===== src/rtl/ps2_host_tx.sv =====
`timescale 1ns/1ps
// ps2_host_tx
// Sends one command byte from the host to a PS/2 device over the open-drain
// clock/data pair. The sequence is: inhibit the clock, request-to-send by
// driving the start bit, then shift out 8 data bits, odd parity and stop on
// device-generated falling edges. After that the device ack bit is sampled,
// and the block waits for both lines to be released.
//
// Ports
//   clk, rst          system clock (posedge), asynchronous active-high reset
//   tx_data/valid     byte to send; accepted when tx_valid && tx_ready
//   tx_ready          high only while idle
//   ps2_clk_in/_data_in   sensed line levels (asynchronous to clk)
//   ps2_clk_oe/_data_oe   1 = pull line low, 0 = release
//   busy              high whenever a transaction is in progress
//   done              one-cycle pulse at the end of every transaction
//   ack_ok, timeout   transaction status, valid with done, held until next accept
module ps2_host_tx #(
    parameter int INHIBIT_CYCLES = 5000,
    parameter int TIMEOUT_CYCLES = 1000000
) (
    input  logic       clk,
    input  logic       rst,
    input  logic [7:0] tx_data,
    input  logic       tx_valid,
    output logic       tx_ready,
    input  logic       ps2_clk_in,
    input  logic       ps2_data_in,
    output logic       ps2_clk_oe,
    output logic       ps2_data_oe,
    output logic       busy,
    output logic       done,
    output logic       ack_ok,
    output logic       timeout
);

    // One shared counter covers both the inhibit interval and the timeout.
    localparam int CNT_MAX = (INHIBIT_CYCLES > TIMEOUT_CYCLES) ? INHIBIT_CYCLES : TIMEOUT_CYCLES;
    localparam int CNT_W   = $clog2(CNT_MAX + 1);

    typedef enum logic [2:0] {
        S_IDLE,
        S_INHIBIT,
        S_REQ,
        S_SEND,
        S_ACK,
        S_WAIT_REL,
        S_DONE
    } state_t;

    state_t           state_q, state_d;
    logic [CNT_W-1:0] cnt_q, cnt_d;
    logic [3:0]       bit_cnt_q, bit_cnt_d;
    logic [9:0]       frame_q, frame_d;
    logic             data_oe_q, data_oe_d;
    logic             ack_ok_q, ack_ok_d;
    logic             timeout_q, timeout_d;
    logic [2:0]       clk_sync_q, clk_sync_d;
    logic [1:0]       data_sync_q, data_sync_d;

    logic ps2_fall;
    logic clk_synced;
    logic data_synced;

    assign ps2_fall    = clk_sync_q[2] & ~clk_sync_q[1];
    assign clk_synced  = clk_sync_q[1];
    assign data_synced = data_sync_q[1];

    assign ack_ok  = ack_ok_q;
    assign timeout = timeout_q;

    always_ff @(posedge clk or posedge rst) begin
        if (rst) begin
            state_q     <= S_IDLE;
            cnt_q       <= '0;
            bit_cnt_q   <= '0;
            frame_q     <= '0;
            data_oe_q   <= 1'b0;
            ack_ok_q    <= 1'b0;
            timeout_q   <= 1'b0;
            // Clock chain resets high so the first sample cannot look like a falling edge.
            clk_sync_q  <= 3'b111;
            data_sync_q <= 2'b00;
        end else begin
            state_q     <= state_d;
            cnt_q       <= cnt_d;
            bit_cnt_q   <= bit_cnt_d;
            frame_q     <= frame_d;
            data_oe_q   <= data_oe_d;
            ack_ok_q    <= ack_ok_d;
            timeout_q   <= timeout_d;
            clk_sync_q  <= clk_sync_d;
            data_sync_q <= data_sync_d;
        end
    end

    always_comb begin
        state_d     = state_q;
        cnt_d       = cnt_q;
        bit_cnt_d   = bit_cnt_q;
        frame_d     = frame_q;
        data_oe_d   = data_oe_q;
        ack_ok_d    = ack_ok_q;
        timeout_d   = timeout_q;
        clk_sync_d  = {clk_sync_q[1:0], ps2_clk_in};
        data_sync_d = {data_sync_q[0], ps2_data_in};

        tx_ready    = 1'b0;
        busy        = 1'b1;
        done        = 1'b0;
        ps2_clk_oe  = 1'b0;
        ps2_data_oe = 1'b0;

        unique case (state_q)
            S_IDLE: begin
                tx_ready = 1'b1;
                busy     = 1'b0;
                if (tx_valid) begin
                    // Frame is held LSB first: d0..d7, odd parity, stop.
                    frame_d   = {1'b1, ~^tx_data, tx_data};
                    ack_ok_d  = 1'b0;
                    timeout_d = 1'b0;
                    cnt_d     = '0;
                    state_d   = S_INHIBIT;
                end
            end

            S_INHIBIT: begin
                ps2_clk_oe = 1'b1;
                if (cnt_q == CNT_W'(INHIBIT_CYCLES - 1)) begin
                    cnt_d   = '0;
                    state_d = S_REQ;
                end else begin
                    cnt_d = cnt_q + CNT_W'(1);
                end
            end

            S_REQ: begin
                // Start bit: data pulled low while the clock is still held.
                ps2_clk_oe  = 1'b1;
                ps2_data_oe = 1'b1;
                cnt_d       = '0;
                bit_cnt_d   = '0;
                data_oe_d   = 1'b1;
                state_d     = S_SEND;
            end

            S_SEND: begin
                ps2_data_oe = data_oe_q;
                if (ps2_fall) begin
                    data_oe_d = ~frame_q[0];
                    frame_d   = {1'b0, frame_q[9:1]};
                    bit_cnt_d = bit_cnt_q + 4'd1;
                    // Tenth edge puts the stop bit (a release) on the line.
                    if (bit_cnt_q == 4'd9) begin
                        state_d = S_ACK;
                    end
                end
            end

            S_ACK: begin
                if (ps2_fall) begin
                    ack_ok_d = ~data_synced;
                    state_d  = S_WAIT_REL;
                end
            end

            S_WAIT_REL: begin
                if (clk_synced && data_synced) begin
                    state_d = S_DONE;
                end
            end

            S_DONE: begin
                done    = 1'b1;
                state_d = S_IDLE;
            end

            default: begin
                state_d = S_IDLE;
            end
        endcase

        // The timeout overrides whatever the device-driven phases decided.
        if (state_q == S_SEND || state_q == S_ACK || state_q == S_WAIT_REL) begin
            if (cnt_q == CNT_W'(TIMEOUT_CYCLES - 1)) begin
                state_d   = S_DONE;
                timeout_d = 1'b1;
                ack_ok_d  = 1'b0;
                data_oe_d = 1'b0;
            end else begin
                cnt_d = cnt_q + CNT_W'(1);
            end
        end
    end

endmodule


===== config.mk =====
export PLATFORM = sky130hd
export DESIGN_NAME = ps2_host_tx
export DESIGN_NICKNAME = d
export VERILOG_FILES = /design/src/rtl/ps2_host_tx.sv
export SDC_FILE = /design/constraint.sdc
export NUM_CORES = 1
export LEC_CHECK = 0
export BUFFER_PORTS_ARGS = -buffer_cell sky130_fd_sc_hd__buf_2
export CORE_ASPECT_RATIO = 1.5
export CORE_UTILIZATION = 30
export DETAILED_ROUTE_END_ITERATION = 10
export GPL_TIMING_DRIVEN = 0
export HOLD_SLACK_MARGIN = 0.06
export MAX_ROUTING_LAYER = met4
export PLACE_DENSITY = 0.54
export SLEW_MARGIN = 20
export SYNTH_ARGS = -nofsm -noshare
export SYNTH_HDL_FRONTEND = slang
export SYNTH_SLANG_ARGS = --single-unit

===== constraint.sdc =====
create_clock -name clk -period 2.45 [get_ports clk]
set_input_delay 0.1225 -clock clk [delete_from_list [all_inputs] [get_ports clk]]
set_output_delay 0.1225 -clock clk [all_outputs]
set_load 0.005 [all_outputs]

==> metrics <==
result of the run=finished, final reports clean; CTS buffer count=5; number of rows in the core area=41; number of endpoints failing setup at the final stage=0; Hold Worst Slack=0.139 ns; fin util=37.0%; proportion of layout cells with a drive suffix above 1=16.3%; maximum resistive drop on vdd=0.253 mV; power density of the placed cells=around 720 mW/mm2; Post-Route WL=6.49 mm; overall die height=118 um; post-placement setup slack=0.0524 ns; sequential area share after synthesis=42.1%; flops & latches, synth=45; upper clock frequency limit=between 400 and 500 MHz; antenna viol nets, final=0; fillers=895; Detailed Route Iter0 Violations=102; CTS tree=done; Critical Path AT=2.47 ns; CP max stage cell=or4_4; leading cell type in the layout, fill and taps excluded=dfrtp_1; maximum number of pins on one net before global-route repair=29; Post-Synthesis Mean Instance Area=9.15 um2; Final Worst Setup Slack=~0.13 ns; # DRC=0; effective utilization at floorplan=31.5%; dominant register cell in the synthesized netlist=dfrtp_1; global-route wire length before repair=11.1 mm; DR pass1 iterations=4; clock-pin slew of the registers on the worst-case setup and hold paths=roughly 0.060 ns; final clock skew=0.00464 ns; worst relative slew slack=56.4%; maximum fanout along the worst path=8; fraction of synthesis flops using an asynchronous set or reset pin=100%; final period demand of the worst path=2.32 ns; dpl hpwl=~4.7 mm; reported leakage power=between 1 and 1.5 nW; required arrival time at the worst endpoint=2.60 ns; worst hold-check path type=in -> reg; EDFF count, synth=0; CTS H-tree lvls=2; non-filler cells in the finished layout=between 400 and 500; post-synthesis instance area=0.00268 mm2; yosys warns=0; Post-Synthesis Net Count=309; global placer's final weighted congestion=0.858; total of max-cap violations=0; vias post-DR=2295; period utilisation layout=~95%; chip width=79.2 um; type of the setup path with the least slack=reg -> reg; area growth from synthesis to layout=17.6%; number of top-level design ports=20; post-synth cell types=56; maximum buffer depth of the clock tree=2; ordered list of cells on the worst path=or4_4 -> nand2b_4 -> o311a_4 -> nor3_4 -> o221ai_1; Std-Cell Core Area=0.00852 mm2; longest individual stage delay on the worst path=0.57 ns; final number of max-transition violations=0; total die area=around 0.0093 mm2; number of antenna violations at the first check in global routing=0; crit start category=flip-flop; per-cell routed wire length=~15 um; area of placed instances=0.00293 mm2; post-synthesis cell count=between 200 and 300; Inserted Diodes=0; Overall Global Routing Usage=15.5%; clock sink count=45; total count of hold-check failures in the final report=0; Layout Cell Area excl Fill=0.00315 mm2; average vias per placed instance=5.31; Worst-Skew Late Latency=0.29 ns; cell at the root of the clock tree=clkbuf_16; count of input and output buffers=19; layout net count=340; most frequent cells in the layout=dfrtp_1 (42), nand2_1 (32), inv_1 (26), buf_2 (22), o21ai_0 (18); vias in the first global route=2327; global route overflow=0; placed cell count=420; transition time at the pin with the least slew margin=0.654 ns; setup repair after global routing missed its margin=true; endpoint class of the critical path=flip-flop
power breakdown:
group / switching [mW] / total (mW) / internal [mW]
Clock: 0.292 / 0.775 / 0.483
Sequential: 0.152 / 1.03 / 0.879
Combinational: 0.241 / 0.454 / 0.214
Total: 0.685 / 2.26 / 1.58
layer usage:
layer / track usage (%) / vias up / part of all wire (%)
met5: - / - / 0
met4: 5.80 / 0 / 1.6
met3: 2.56 / 9 / 1.8
met2: 27.4 / 18 / 55
met1: 16.9 / 1135 / 42
li1: - / 1133 / -
critical path: cells and delay by family, from the launching register on:
kind	cells	cell delay (ns)
AOI/OAI and AO/OA	2	0.61
and+or+nand+nor	3	1.12
DFF	1	0.43
synth_stat cells, types with 3 or more instances:
cell type,number,area share [%]
dfrtp_1,42,39
nand2_1,32,4.5
inv_1,27,3.8
o21ai_0,18,3.4
o32ai_1,16,5.2
nor2_1,13,1.8
mux2i_1,11,4.1
o21ai_1,10,1.9
xnor2_1,10,3.3
nor4_1,9,2.1
a21oi_1,8,1.5
clkbuf_1,8,1.1
nor3_1,7,1.3
nand3_1,6,1.1
and4_1,5,1.6
nand4_1,5,1.2
o22ai_1,5,1.2
a31oi_1,4,0.93
and3_1,4,0.93
and2_1,3,0.70
dfstp_2,3,2.9
ha_1,3,1.4
o21a_1,3,0.84
o31a_1,3,0.98
final cells by class:
class / instances / area (um2) / area share (%)
Buffer: 15 / 90.1 / 2.86
Timing Repair Buffer: 24 / 153 / 4.84
Clock inverter: 3 / 46.3 / 1.47
Inverter: 27 / 101 / 3.21
Multi-Input combinational cell: 206 / 1380 / 43.6
Sequential cell: 45 / 1130 / 35.8
Tap cell: 107 / 134 / 4.24
Clock buffer: 5 / 125 / 3.97
through the flow:
stage | TNS (ns) | power (mW)
after floorplan | 0 | 1.35
after global placement | 0 | 1.47
after detailed placement | 0 | 1.48
after CTS | 0 | 2.28
after global routing | -0.00407 | 2.39
final | 0 | 2.26
flip-flops by register name, indices dropped and copies added (netlist names):
name	flops
ack_ok	1
bit_cnt_q	4
clk_sync_q	3
cnt_q	20
data_oe_q	1
data_sync_q	2
frame_q	10
state_q	3
timeout	1
logic make-up (layout without fill, tap and decap cells):
logic type	after synthesis	after routing	synth area share, %
buffers and inverters	42	74	7.09
adders and majority gates	3	3	1.40
DFF	45	45	42.1
and+or+nand+nor	98	98	20.3
xor gates and xnor gates	11	11	3.59
AOI/OAI and AO/OA	82	82	21.0
muxes	12	12	4.53
worst paths after layout:
check | cells after the start | slack, ns | start | to
setup / recovery | 5 | 0.13 | cnt_q[11]$_DFF_PP0_ | cnt_q[19]$_DFF_PP0_
hold / removal | 3 | 0.14 | tx_data[0] | frame_q[0]$_DFFE_PP0P_
setup reg to reg | 5 | 0.13 | cnt_q[11]$_DFF_PP0_ | cnt_q[19]$_DFF_PP0_
hold reg to reg | 0 | 0.35 | data_sync_q[0]$_DFF_PP0_ | data_sync_q[1]$_DFF_PP0_
max in group asynchronous | 4 | 1.51 | rst | clk_sync_q[1]$_DFF_PP1_
min in group asynchronous | 3 | 0.38 | rst | frame_q[5]$_DFFE_PP0P_
repair_timing:
action                                  4_1_cts  5_1_grt
setup buffers                                 0        1
resized for setup                             0        6
hold buffers                                  3        0
endpoints found under the hold margin        19        0
endpoints found under the setup margin        0       16
No activity file was read; power rests on OpenSTA's default activity.
